<file path="src/rtl/bootloader.sv">
`default_nettype none
// ============================================================================
// Module   : bootloader
// Purpose  : Receives a length-prefixed byte stream and writes it, as little-endian
//            words, into instruction memory. The core is released once loading ends.
//            Optional feature: define BOOTLOADER_CHECKSUM_EN to require a trailing
//            byte that equals the XOR of all payload bytes.
// Revision : 1.0 - initial release
// ============================================================================
module bootloader #(
  parameter int ADDR_BITS = 10
) (
  input  logic        clk,
  input  logic        rst,
  input  logic        rx_valid,
  input  logic [7:0]  rx_data,
  output logic        rx_ready,
  output logic [3:0]  mem_w_enb,
  output logic [31:0] mem_addr,
  output logic [31:0] mem_w_data,
  output logic        core_rst,
  output logic        boot_done,
  output logic        boot_error
);

  // The index has one bit more than the memory needs, so it holds the
  // post-increment value after the last word without wrapping.
  localparam int          IDX_W    = ADDR_BITS - 1;
  localparam logic [31:0] CAPACITY = 32'd1 << (ADDR_BITS - 2);

  typedef enum logic [2:0] {
    S_LEN_LO = 3'd0,
    S_LEN_HI = 3'd1,
    S_DATA   = 3'd2,
    S_WRITE  = 3'd3,
`ifdef BOOTLOADER_CHECKSUM_EN
    S_CHECK  = 3'd4,
`endif
    S_DONE   = 3'd5,
    S_ERROR  = 3'd6
  } state_t;

`ifdef BOOTLOADER_CHECKSUM_EN
  localparam state_t AFTER_LAST = S_CHECK;
`else
  localparam state_t AFTER_LAST = S_DONE;
`endif

  state_t           state;
  state_t           next_state;
  logic [7:0]       len_lo;
  logic [15:0]      n_words;
  logic [IDX_W-1:0] word_idx;
  logic [1:0]       byte_idx;
  logic [31:0]      word_buf;
`ifdef BOOTLOADER_CHECKSUM_EN
  logic [7:0]       csum;
`endif

  logic        accept;
  logic [15:0] len_full;
  logic [31:0] assembled;
  logic        last_word;
  logic        ready_next;

  assign accept    = rx_valid && rx_ready;
  assign len_full  = {rx_data, len_lo};
  // The incoming byte lands in [31:24]; after four shifts the first byte sits in [7:0].
  assign assembled = {rx_data, word_buf[31:8]};
  assign last_word = ((32'(word_idx) + 32'd1) == 32'(n_words));

  always_comb begin
    next_state = state;
    case (state)
      S_LEN_LO: if (accept) next_state = S_LEN_HI;
      S_LEN_HI: begin
        if (accept) begin
          if (32'(len_full) > CAPACITY)
            next_state = S_ERROR;
          else if (len_full == 16'd0)
            next_state = AFTER_LAST;
          else
            next_state = S_DATA;
        end
      end
      S_DATA:   if (accept && (byte_idx == 2'd3)) next_state = S_WRITE;
      S_WRITE:  next_state = last_word ? AFTER_LAST : S_DATA;
`ifdef BOOTLOADER_CHECKSUM_EN
      S_CHECK: begin
        if (accept) next_state = (rx_data == csum) ? S_DONE : S_ERROR;
      end
`endif
      S_DONE:   next_state = S_DONE;
      S_ERROR:  next_state = S_ERROR;
      default:  next_state = S_ERROR;
    endcase
  end

  always_comb begin
    ready_next = (next_state == S_LEN_LO) || (next_state == S_LEN_HI) ||
                 (next_state == S_DATA);
`ifdef BOOTLOADER_CHECKSUM_EN
    if (next_state == S_CHECK) ready_next = 1'b1;
`endif
  end

  // Outputs are registered from next_state so they line up with the state register.
  always_ff @(posedge clk) begin
    if (rst) begin
      state      <= S_LEN_LO;
      len_lo     <= 8'h00;
      n_words    <= 16'h0000;
      word_idx   <= '0;
      byte_idx   <= 2'd0;
      word_buf   <= 32'h0;
`ifdef BOOTLOADER_CHECKSUM_EN
      csum       <= 8'h00;
`endif
      rx_ready   <= 1'b0;
      mem_w_enb  <= 4'h0;
      mem_addr   <= 32'h0;
      mem_w_data <= 32'h0;
      core_rst   <= 1'b1;
      boot_done  <= 1'b0;
      boot_error <= 1'b0;
    end else begin
      state <= next_state;
      if ((state == S_LEN_LO) && accept) len_lo <= rx_data;
      if ((state == S_LEN_HI) && accept) n_words <= len_full;
      if ((state == S_DATA) && accept) begin
        word_buf <= assembled;
        byte_idx <= byte_idx + 2'd1;
`ifdef BOOTLOADER_CHECKSUM_EN
        csum     <= csum ^ rx_data;
`endif
      end
      if (state == S_WRITE) word_idx <= word_idx + IDX_W'(1);

      rx_ready  <= ready_next;
      mem_w_enb <= (next_state == S_WRITE) ? 4'hF : 4'h0;
      if (next_state == S_WRITE) begin
        mem_addr   <= 32'({word_idx, 2'b00});
        mem_w_data <= assembled;
      end
      core_rst   <= (next_state != S_DONE);
      boot_done  <= (next_state == S_DONE);
      boot_error <= (next_state == S_ERROR);
    end
  end

endmodule
`default_nettype wire

</file>
<file path="config.mk">
export PLATFORM = sky130hd
export DESIGN_NAME = bootloader
export DESIGN_NICKNAME = d
export VERILOG_FILES = /design/src/rtl/bootloader.sv
export SDC_FILE = /design/constraint.sdc
export NUM_CORES = 1
export LEC_CHECK = 0
export ABC_AREA = 1
export CAP_MARGIN = 25
export CELL_PAD_IN_SITES_DETAIL_PLACEMENT = 0
export CELL_PAD_IN_SITES_GLOBAL_PLACEMENT = 1
export CORE_MARGIN = 3
export CORE_UTILIZATION = 38
export DETAILED_ROUTE_END_ITERATION = 8
export GPL_TIMING_DRIVEN = 0
export PLACE_DENSITY = 0.9
export SYNTH_ARGS = -nofsm -noshare
export SYNTH_HDL_FRONTEND = slang
export SYNTH_SLANG_ARGS = --single-unit
export TNS_END_PERCENT = 100
</file>
<file path="constraint.sdc">
create_clock -name clk -period 2.17 [get_ports clk]
set_clock_uncertainty 0.1 [all_clocks]
set_input_delay 0.651 -clock clk [delete_from_list [all_inputs] [get_ports clk]]
set_output_delay 0.651 -clock clk [all_outputs]
set_load 0.005 [all_outputs]
</file>
==> impl_results.html, run 1 <==
<table>
<tr><th>Metric</th><th>Value</th></tr>
<tr><th colspan="2">Layout</th></tr>
<tr><td>Area growth from synthesis to layout</td><td>28.93%</td></tr>
<tr><td>Fraction of final layout cells sized beyond drive strength 1</td><td>14.74%</td></tr>
<tr><td>Net count reported at finish</td><td>734</td></tr>
<tr><td>Inserted Diodes</td><td>0</td></tr>
<tr><td>Fraction of the core area covered by cells at the end of the flow</td><td>50.89%</td></tr>
<tr><th colspan="2">STA</th></tr>
<tr><td>Max Clk Rate</td><td>0.4796 GHz</td></tr>
<tr><td>Final number of hold-violating endpoints</td><td>0</td></tr>
<tr><td>Setup TNS</td><td>0 ns</td></tr>
<tr><td>Tightest Pin Transition</td><td>0.5517 ns</td></tr>
<tr><td>Count of pins over their slew limit</td><td>0</td></tr>
<tr><td>Setup slack after layout</td><td>0.08509 ns</td></tr>
<tr><td>Setup violation total in the final timing report</td><td>0</td></tr>
<tr><td>Shortest period the worst path allows</td><td>2.085 ns</td></tr>
<tr><td>Portion of the clock cycle consumed by the worst path in the final layout</td><td>96.08%</td></tr>
<tr><td>Tightest slew margin relative to the limit</td><td>a little over three fifths</td></tr>
<tr><th colspan="2">Synth</th></tr>
<tr><td>Top cell types by occurrence after synthesis</td><td>sky130_fd_sc_hd__nor2_1, sky130_fd_sc_hd__dfxtp_1, sky130_fd_sc_hd__o21ai_0</td></tr>
<tr><td>XOR/XNOR share of the synthesized area</td><td>less than 1%</td></tr>
<tr><td>Primary FF master, synth</td><td>sky130_fd_sc_hd__dfxtp_1</td></tr>
<tr><td>Area share of and/or/nand/nor cells after synthesis</td><td>22.57%</td></tr>
<tr><td>Area fraction in compound gates after synthesis</td><td>17.77%</td></tr>
<tr><td>Adder-cell share of the synthesized area</td><td>0.5459%</td></tr>
<tr><td>Instance count of the mapped netlist</td><td>613</td></tr>
<tr><td>Count of distinct cell types in the synthesized netlist</td><td>31</td></tr>
<tr><td>Mux contribution to synthesized area</td><td>0%</td></tr>
<tr><td>Leading post-synthesis cells by cell area</td><td>sky130_fd_sc_hd__dfxtp_1, sky130_fd_sc_hd__o21ai_0, sky130_fd_sc_hd__nor2_1</td></tr>
<tr><td>Flops &amp; latches, synth</td><td>108</td></tr>
<tr><td>Cell area after synthesis</td><td>4584 sq um</td></tr>
<tr><td>Synthesized area divided by synthesized cell count</td><td>7.479 sq um</td></tr>
<tr><td>Yosys warning count</td><td>0</td></tr>
<tr><td>Combinational family with the most area after synthesis</td><td>simple AND/OR/NAND/NOR gates</td></tr>
<tr><td>Yosys top cell area share</td><td>47.16%</td></tr>
<tr><td>Post-synth top area cell</td><td>sky130_fd_sc_hd__dfxtp_1</td></tr>
<tr><td>Portion of the post-synthesis area used by sequential elements</td><td>a little under half</td></tr>
<tr><td>Most common cell in the synthesized netlist</td><td>sky130_fd_sc_hd__nor2_1</td></tr>
<tr><td>Number of enable-type register cells in the synthesized netlist</td><td>0</td></tr>
<tr><td>Share of flip-flops with an asynchronous set or reset after synthesis</td><td>0%</td></tr>
<tr><th colspan="2">Place</th></tr>
<tr><td>Place WS</td><td>-0.5154 ns</td></tr>
<tr><td>Final weighted congestion in routability-driven placement</td><td>0.8863</td></tr>
<tr><td>Number of I/O port buffers</td><td>slightly below 60</td></tr>
<tr><td>HPWL after detailed placement</td><td>8890 um</td></tr>
<tr><th colspan="2">Floorplan</th></tr>
<tr><td>Die outline width</td><td>115.8 um</td></tr>
<tr><td>Core Box Area</td><td>11,610 sq um</td></tr>
<tr><td>Placement Rows</td><td>39</td></tr>
<tr><td>Die span in y</td><td>between 100 and 150 um</td></tr>
<tr><td>Starting Density</td><td>39.47%</td></tr>
<tr><td>Number of ports placed on the die boundary</td><td>83</td></tr>
<tr><td>Total die area</td><td>13,420 sq um</td></tr>
<tr><th colspan="2">Job</th></tr>
<tr><td>Number of maximum-capacitance violations</td><td>0</td></tr>
<tr><th colspan="2">Route</th></tr>
<tr><td>Wire length after detailed routing</td><td>12,210 um</td></tr>
<tr><td>Vias after detailed routing</td><td>4,313</td></tr>
<tr><td>Drt initial violations</td><td>360</td></tr>
<tr><td>Average routed wire per standard cell</td><td>14.05 um</td></tr>
<tr><td>DRC violations left</td><td>0</td></tr>
<tr><td>1st-pass router iterations</td><td>6</td></tr>
<tr><td>Number of vias per cell</td><td>4.963</td></tr>
<tr><td>Remaining number of nets flagged by the antenna check after routing</td><td>0</td></tr>
<tr><th colspan="2">Power and ir drop</th></tr>
<tr><td>Internal power</td><td>3.008 mW</td></tr>
<tr><td>Net switching power figure</td><td>1.086 mW</td></tr>
<tr><td>Combinational share of power</td><td>~9.1%</td></tr>
<tr><td>Power Dens Cells</td><td>692.6 nW/um^2</td></tr>
<tr><td>Net switching share of the total power</td><td>26.53%</td></tr>
<tr><td>Maximum resistive drop on vdd</td><td>0.3669 mV</td></tr>
<tr><td>Leak pwr</td><td>2.601 nW</td></tr>
<tr><td>Clock power share</td><td>40.2%</td></tr>
<tr><td>Sequential fraction of design power</td><td>50.6%</td></tr>
<tr><th colspan="2">Clock tree</th></tr>
<tr><td>TritonCTS sink count</td><td>108</td></tr>
<tr><td>Deepest clock path buffer count</td><td>2</td></tr>
<tr><td>CTS Root Cell</td><td>sky130_fd_sc_hd__clkbuf_16</td></tr>
<tr><td>CTS tree</td><td>yes</td></tr>
<tr><td># hold bufs at CTS</td><td>0</td></tr>
<tr><td>H-Tree Depth</td><td>3</td></tr>
<tr><td>Clock edge transition at the registers on the reported setup and hold paths</td><td>0.08 ns</td></tr>
<tr><td>Number of buffers created by CTS</td><td>9</td></tr>
<tr><td>Latest clock arrival within the worst-skew pair</td><td>0.36 ns</td></tr>
<tr><th colspan="2">GRT</th></tr>
<tr><td>Largest net degree at the start of global routing</td><td>22</td></tr>
<tr><td>Antenna violations before repair</td><td>0</td></tr>
<tr><td>Global-route wire length before repair</td><td>18,830 um</td></tr>
<tr><td>Remaining global-route overflow</td><td>0</td></tr>
<tr><td>Number of global-route vias before repair</td><td>3,760</td></tr>
<tr><td>Total global routing track utilization</td><td>18.07%</td></tr>
<tr><th colspan="2">Worst setup path</th></tr>
<tr><td>Critical path fanouts, max</td><td>10</td></tr>
<tr><td>Capturing element type of the critical path</td><td>flop</td></tr>
<tr><td>Arrival @ worst endpoint</td><td>2.23 ns</td></tr>
<tr><td>Type of origin of the critical path</td><td>input pin</td></tr>
<tr><td>Critical path type</td><td>input pin to flop</td></tr>
<tr><td>Required time at the worst-slack endpoint</td><td>2.32 ns</td></tr>
<tr><th colspan="2">Run status</th></tr>
<tr><td>Outcome</td><td>finished clean</td></tr>
<tr><th colspan="2">Min path</th></tr>
<tr><td>Hold WC Path Type</td><td>flop to flop</td></tr>
</table>
==> layer usage <==
layer,routed length (um),track usage (%),up-vias
li1,-,-,2154
met1,5671,25.28,1980
met2,5575,27.77,160
met3,730,3.342,19
met4,232,6.961,0
met5,0,0,-
==> state kept, by name, indices dropped and copies added (netlist names) <==
signal,count
core_rst,1
boot_done,1
byte_idx,2
n_words,16
state,3
rx_ready,1
mem_w_data,32
word_buf,24
mem_addr,9
len_lo,8
boot_error,1
word_idx,9
mem_w_enb,1
==> layout make-up <==
class	instances	area [sq um]
clock buffers	9	225.2
inverters	55	206.4
clock inverters	7	78.83
well taps	143	178.9
plain buffers	55	330.3
flip-flops and latches	108	2165
repair buffers	75	710.7
multi-input cells	417	2016
fillers	1137	5703
==> logic make-up (layout without fill, tap and decap cells) <==
family / Yosys count / count (layout)
and+or+nand+nor: 232 / 232
DFF: 108 / 108
other: 1 / 23
AOI/OAI and AO/OA: 158 / 158
adders and majority gates: 2 / 2
buffers and inverters: 110 / 201
xor gates and xnor gates: 2 / 2
==> worst max-delay path: stages <==
cell                              delay, ns
sky130_fd_sc_hd__clkdlybuf4s50_1       0.47
sky130_fd_sc_hd__nand2_2               0.13
sky130_fd_sc_hd__nor2_4                0.16
sky130_fd_sc_hd__nand2_2               0.16
sky130_fd_sc_hd__inv_2                 0.14
sky130_fd_sc_hd__buf_4                 0.20
sky130_fd_sc_hd__buf_4                 0.23
sky130_fd_sc_hd__a21oi_1               0.09
==> final timing paths <==
check | to | from | depth (start not counted) | slack, ns
worst max-delay path | mem_w_data[26]$_SDFFE_PP0P_ | rx_valid | 8 | 0.09
worst min-delay path | n_words[1]$_SDFFE_PP0P_ | n_words[1]$_SDFFE_PP0P_ | 2 | 0.37
worst max register to register | boot_error$_SDFF_PP0_ | word_idx[1]$_SDFFE_PP0P_ | 13 | 0.14
worst min register to register | n_words[1]$_SDFFE_PP0P_ | n_words[1]$_SDFFE_PP0P_ | 2 | 0.37
==> what timing repair did <==
item,4_1_cts,5_1_grt
gates cloned,0,0
setup buffers,1,15
pin swaps,1,4
gates resized for setup,2,23
endpoints found under the setup margin,28,57
==> through the flow <==
step                cells  hold slack, ns  cell area [sq um]  total power [mW]
floorplan             635          0.3432               4667             2.343
global placement      837          0.3544               5436             2.438
detailed placement    837          0.3624               5436             2.447
CTS                   854          0.3715               5759             4.084
global route          869          0.3986               5911             4.262
finish                869          0.3678               5911             4.094
==> power by group through the flow <==
stage / registers (mW) / logic (mW) / clock network (mW)
2_1_floorplan: 2.10 / 0.238 / 0
3_3_place_gp: 2.11 / 0.324 / 0
3_5_place_dp: 2.12 / 0.331 / 0
4_1_cts: 2.07 / 0.337 / 1.68
5_1_grt: 2.08 / 0.419 / 1.76
6_report: 2.07 / 0.375 / 1.65
==> layout by cell type (no fill, tap or decap), drive strengths merged <==
master           n
dfxtp          108
ha               2
nand4            2
nor4             1
a211o            1
nand2           74
a21oi           54
nor2           119
and3             1
xor2             2
o2111ai          1
conb            23
o211ai           5
inv             58
clkinv           4
nand3           31
and2             1
nor3             3
buf             51
clkbuf          29
o21ai           97
clkdlybuf4s50   59
(Power assumes the default switching activity.)
==> run 2, diff against run 1 <==
--- a/config.mk
+++ b/config.mk
@@ -7,13 +7,11 @@
 export LEC_CHECK = 0
 export ABC_AREA = 1
 export CAP_MARGIN = 25
-export CELL_PAD_IN_SITES_DETAIL_PLACEMENT = 0
-export CELL_PAD_IN_SITES_GLOBAL_PLACEMENT = 1
 export CORE_MARGIN = 3
-export CORE_UTILIZATION = 38
+export CORE_UTILIZATION = 50
 export DETAILED_ROUTE_END_ITERATION = 8
 export GPL_TIMING_DRIVEN = 0
-export PLACE_DENSITY = 0.9
+export PLACE_DENSITY = 0.87
 export SYNTH_ARGS = -nofsm -noshare
 export SYNTH_HDL_FRONTEND = slang
 export SYNTH_SLANG_ARGS = --single-unit
==> run 2 against run 1 <==
Net effect: the flow now finishes with violations (setup timing); sequential share of layout area grew 0.74 points; count of clock-buffer cells in the layout grew 1; critical endpoint is now rx_ready$_SDFF_PP0_; power shrank 7.8%; non-clock buffer count shrank 4; register-to-register slack lost 0.14 ns; flip-flop and latch count is the same; wire length grew 3.1%; largest power group unchanged; critical path depth grew 5.
==> impl_results.html, run 2 (synthesized netlist as in run 1, its figures left out) <==
<table>
<tr><th>Metric</th><th>Value</th></tr>
<tr><th colspan="2">Place</th></tr>
<tr><td>Number of I/O port buffers</td><td>59 (unchanged)</td></tr>
<tr><td>Cell area after placement</td><td>5393 sq um (was 5436 sq um)</td></tr>
<tr><td>Final weighted congestion in routability-driven placement</td><td>0.9062 (was 0.8863)</td></tr>
<tr><td>Number of cells in the design after placement</td><td>802 (was 837)</td></tr>
<tr><td>HPWL after detailed placement</td><td>8739 um (was 8890 um)</td></tr>
<tr><th colspan="2">Route</th></tr>
<tr><td>Vias after detailed routing</td><td>4,513 (was 4,313)</td></tr>
<tr><td>Drt initial violations</td><td>599 (was 360)</td></tr>
<tr><td>Number of vias per cell</td><td>5.437 (was 4.963)</td></tr>
<tr><td>Remaining number of nets flagged by the antenna check after routing</td><td>0 (unchanged)</td></tr>
<tr><td>Wire length after detailed routing</td><td>12,590 um (was 12,210 um)</td></tr>
<tr><td>Average routed wire per standard cell</td><td>15.17 um (was 14.05 um)</td></tr>
<tr><td>DRC violations left</td><td>0 (unchanged)</td></tr>
<tr><td>1st-pass router iterations</td><td>6 (unchanged)</td></tr>
<tr><th colspan="2">Worst setup path</th></tr>
<tr><td>Type of origin of the critical path</td><td>flop (was input pin)</td></tr>
<tr><td>Capturing element type of the critical path</td><td>flop (unchanged)</td></tr>
<tr><td>Logic depth of the worst path, buffers included</td><td>13 (was 8)</td></tr>
<tr><td>Arrival @ worst endpoint</td><td>2.35 ns (was 2.23 ns)</td></tr>
<tr><td>Reg2reg setup slack</td><td>-0.001 ns (was 0.14 ns)</td></tr>
<tr><td>Gate family responsible for the most delay along the worst path</td><td>simple AND/OR/NAND/NOR gates (was buffers and inverters)</td></tr>
<tr><td>Worst-path cell chain</td><td>ha_4, inv_4, nand2_2, nand2_2, nor2_2, nand2_1, nor2_2, nand3_1, nor3_2, nand3_2, buf_6, o2111ai_1, nor2_1 (was clkdlybuf4s50_1, nand2_2, nor2_4, nand2_2, inv_2, buf_4, buf_4, a21oi_1)</td></tr>
<tr><td>Critical path type</td><td>flop to flop (was input pin to flop)</td></tr>
<tr><td>Worst R2R Path Depth</td><td>13 (unchanged)</td></tr>
<tr><td>Reg-to-reg critical path endpoint</td><td>rx_ready$_SDFF_PP0_ (was boot_error$_SDFF_PP0_)</td></tr>
<tr><td>Crit-path max cell delay</td><td>0.38 ns (was 0.47 ns)</td></tr>
<tr><td>Bufs and invs on worst path</td><td>2 (was 4)</td></tr>
<tr><td>CP max-delay cell</td><td>sky130_fd_sc_hd__dfxtp_4 (was sky130_fd_sc_hd__clkdlybuf4s50_1)</td></tr>
<tr><td>Reg-to-reg critical path startpoint</td><td>word_idx[1]$_SDFFE_PP0P_ (unchanged)</td></tr>
<tr><td>Critical path fanouts, max</td><td>3 (was 10)</td></tr>
<tr><td>CP startpoint</td><td>word_idx[1]$_SDFFE_PP0P_ (was rx_valid)</td></tr>
<tr><td>Required time at the worst-slack endpoint</td><td>2.35 ns (was 2.32 ns)</td></tr>
<tr><th colspan="2">STA</th></tr>
<tr><td>Max Clk Rate</td><td>0.4606 GHz (was 0.4796 GHz)</td></tr>
<tr><td>Unrepaired setup endpoints after global routing</td><td>yes</td></tr>
<tr><td>Final number of hold-violating endpoints</td><td>0 (unchanged)</td></tr>
<tr><td>Setup violation total in the final timing report</td><td>1 (was 0)</td></tr>
<tr><td>Setup slack after layout</td><td>-0.001179 ns (was 0.08509 ns)</td></tr>
<tr><td>Minimum hold slack</td><td>0.3797 ns (was 0.3678 ns)</td></tr>
<tr><td>Portion of the clock cycle consumed by the worst path in the final layout</td><td>100.1% (was 96.08%)</td></tr>
<tr><td>Shortest period the worst path allows</td><td>2.171 ns (was 2.085 ns)</td></tr>
<tr><td>Count of pins over their slew limit</td><td>0 (unchanged)</td></tr>
<tr><th colspan="2">Layout</th></tr>
<tr><td>Net count reported at finish</td><td>730 (was 734)</td></tr>
<tr><td>Post-route cell area</td><td>5811 sq um (was 5911 sq um)</td></tr>
<tr><td>Fraction of the core area covered by cells at the end of the flow</td><td>65.98% (was 50.89%)</td></tr>
<tr><td>Most frequent cells in the layout</td><td>sky130_fd_sc_hd__nor2_1, sky130_fd_sc_hd__dfxtp_1, sky130_fd_sc_hd__o21ai_0 (unchanged)</td></tr>
<tr><td>Area growth from synthesis to layout</td><td>26.75% (was 28.93%)</td></tr>
<tr><td>Inserted Diodes</td><td>0 (unchanged)</td></tr>
<tr><td>Fraction of final layout cells sized beyond drive strength 1</td><td>15.37% (was 14.74%)</td></tr>
<tr><td>Most common cell after layout, fill and taps aside</td><td>sky130_fd_sc_hd__nor2_1 (unchanged)</td></tr>
<tr><td>Registers with the highest flip-flop counts</td><td>mem_w_data x32, word_buf x24, n_words x16 (unchanged)</td></tr>
<tr><td>Number of standard cells in the final layout excluding fillers</td><td>830 (was 869)</td></tr>
<tr><td>Register bank with the most flops</td><td>mem_w_data (unchanged)</td></tr>
<tr><td>Max FFs per register</td><td>32 (unchanged)</td></tr>
<tr><th colspan="2">GRT</th></tr>
<tr><td>Total global routing track utilization</td><td>23.68% (was 18.07%)</td></tr>
<tr><td>Antenna violations before repair</td><td>0 (unchanged)</td></tr>
<tr><td>Remaining global-route overflow</td><td>0 (unchanged)</td></tr>
<tr><td>Number of global-route vias before repair</td><td>4,100 (was 3,760)</td></tr>
<tr><td>Global-route wire length before repair</td><td>19,380 um (was 18,830 um)</td></tr>
<tr><td>Largest net degree at the start of global routing</td><td>20 (was 22)</td></tr>
<tr><th colspan="2">Floorplan</th></tr>
<tr><td>Total die area</td><td>10,350 sq um (was 13,420 sq um)</td></tr>
<tr><td>Core Box Area</td><td>8806 sq um (was 11,610 sq um)</td></tr>
<tr><td>Die outline width</td><td>101.8 um (was 115.8 um)</td></tr>
<tr><td>Placement Rows</td><td>34 (was 39)</td></tr>
<tr><td>Number of ports placed on the die boundary</td><td>83 (unchanged)</td></tr>
<tr><td>Die span in y</td><td>101.8 um (was 115.8 um)</td></tr>
<tr><td>Starting Density</td><td>52.06% (was 39.47%)</td></tr>
<tr><th colspan="2">Clock tree</th></tr>
<tr><td>TritonCTS sink count</td><td>108 (unchanged)</td></tr>
<tr><td>Number of buffers created by CTS</td><td>9 (unchanged)</td></tr>
<tr><td>Clock edge transition at the registers on the reported setup and hold paths</td><td>0.11 ns (was 0.08 ns)</td></tr>
<tr><td>H-Tree Depth</td><td>3 (unchanged)</td></tr>
<tr><td>CTS Root Cell</td><td>sky130_fd_sc_hd__clkbuf_8 (was sky130_fd_sc_hd__clkbuf_16)</td></tr>
<tr><td>Latest clock arrival within the worst-skew pair</td><td>0.38 ns (was 0.36 ns)</td></tr>
<tr><td>CTS tree</td><td>yes (unchanged)</td></tr>
<tr><td>Deepest clock path buffer count</td><td>2 (unchanged)</td></tr>
<tr><th colspan="2">Power and ir drop</th></tr>
<tr><td>Power Dens Cells</td><td>649.6 nW/um^2 (was 692.6 nW/um^2)</td></tr>
<tr><td>Leak pwr</td><td>2.570 nW (was 2.601 nW)</td></tr>
<tr><td>Net switching share of the total power</td><td>26.54% (was 26.53%)</td></tr>
<tr><td>Sequential fraction of design power</td><td>54.9% (was 50.6%)</td></tr>
<tr><td>Internal power</td><td>2.773 mW (was 3.008 mW)</td></tr>
<tr><td>Maximum resistive drop on vdd</td><td>0.4087 mV (was 0.3669 mV)</td></tr>
<tr><td>Combinational share of power</td><td>10.1% (was 9.1%)</td></tr>
<tr><td>Net switching power figure</td><td>1.002 mW (was 1.086 mW)</td></tr>
<tr><td>Clock power share</td><td>35.0% (was 40.2%)</td></tr>
<tr><td>Total Power</td><td>3.775 mW (was 4.094 mW)</td></tr>
<tr><th colspan="2">Min path</th></tr>
<tr><td>Hold WC Path Type</td><td>flop to flop (unchanged)</td></tr>
<tr><td>Worst Hold Path EP</td><td>byte_idx[0]$_SDFFE_PP0P_ (was n_words[1]$_SDFFE_PP0P_)</td></tr>
<tr><td>Depth of the worst hold-timing path</td><td>2 (unchanged)</td></tr>
<tr><td>Startpoint of the most critical hold path</td><td>byte_idx[0]$_SDFFE_PP0P_ (was n_words[1]$_SDFFE_PP0P_)</td></tr>
<tr><th colspan="2">Run status</th></tr>
<tr><td>Violated checks</td><td>setup timing</td></tr>
<tr><td>Outcome</td><td>finished with violations (was finished clean)</td></tr>
<tr><th colspan="2">Job</th></tr>
<tr><td>Number of maximum-capacitance violations</td><td>0 (unchanged)</td></tr>
</table>
-- run 2: cell types whose count changed in the layout (fill, tap and decap cells not counted), moves of 3 or more --
cell | previous run | this run
sky130_fd_sc_hd__nand2_2 | 4 | 7
sky130_fd_sc_hd__nand2_1 | 70 | 66
sky130_fd_sc_hd__buf_4 | 44 | 39
sky130_fd_sc_hd__clkbuf_8 | 0 | 10
sky130_fd_sc_hd__inv_6 | 3 | 0
sky130_fd_sc_hd__clkbuf_16 | 9 | 0
sky130_fd_sc_hd__nor2_2 | 4 | 7
-- run 2: cell type report --
type,instances,area [sq um]
buffer,54,332.8
clock buffer,10,137.6
clock inverter,6,80.08
fill,682,2995
inverter,55,212.7
multi-input combinational,417,2049
sequential,108,2171
tap,108,135.1
timing repair buffer,72,691.9
-- run 2: worst max-delay path by stage --
| stage | to | slack [ns] |
|---|---|---|
| floorplan | len_lo[5]$_SDFFE_PP0P_ | 0.38 |
| detailed placement | len_lo[5]$_SDFFE_PP0P_ | -0.51 |
| global route | boot_error$_SDFF_PP0_ | -0.09 |
| global placement | mem_addr[6]$_SDFFE_PP0P_ | -0.43 |
| finish | rx_ready$_SDFF_PP0_ | -0.001 |
| CTS | mem_w_data[25]$_SDFFE_PP0P_ | 0.02 |
-- run 2: what timing repair did --
action                                  CTS  global route
hold buffers                              0             0
endpoints found under the setup margin   29            53
resized for setup                         2            38
pin swaps                                 1            10
setup buffers                             2            11
-- run 2: metrics by stage --
step | setup slack [ns] | setup TNS, ns
floorplan | 0.3830 | 0
global placement | -0.4344 | -21.00
detailed placement | -0.5063 | -26.65
CTS | 0.02091 | 0
global route | -0.09264 | -0.3792
finish | -0.001179 | -0.001179
-- run 2: per-layer routing --
metal	track usage [%]	up-vias	share of wire, %
met3	4.683	32	9.7
met1	31.33	2049	40
met5	0	-	0
met2	38.13	284	48
li1	-	2148	-
met4	9.305	0	2.2
-- run 2: worst register-to-register path, cell delays in order (launching register included) --
cell and delay (ns):
sky130_fd_sc_hd__dfxtp_4 0.38, sky130_fd_sc_hd__ha_4 0.28, sky130_fd_sc_hd__inv_4 0.04, sky130_fd_sc_hd__nand2_2 0.06, sky130_fd_sc_hd__nand2_2 0.05, sky130_fd_sc_hd__nor2_2 0.12
sky130_fd_sc_hd__nand2_1 0.10, sky130_fd_sc_hd__nor2_2 0.16, sky130_fd_sc_hd__nand3_1 0.10, sky130_fd_sc_hd__nor3_2 0.22, sky130_fd_sc_hd__nand3_2 0.17, sky130_fd_sc_hd__buf_6 0.17
sky130_fd_sc_hd__o2111ai_1 0.08, sky130_fd_sc_hd__nor2_1 0.06
-- run 2: power by group through the flow --
stage          combinational [mW]  sequential, mW  clock [mW]
6_report                    0.381            2.07        1.32
5_1_grt                     0.425            2.08        1.40
4_1_cts                     0.338            2.07        1.32
3_5_place_dp                0.329            2.12           0
3_3_place_gp                0.314            2.11           0
2_1_floorplan               0.238            2.10           0
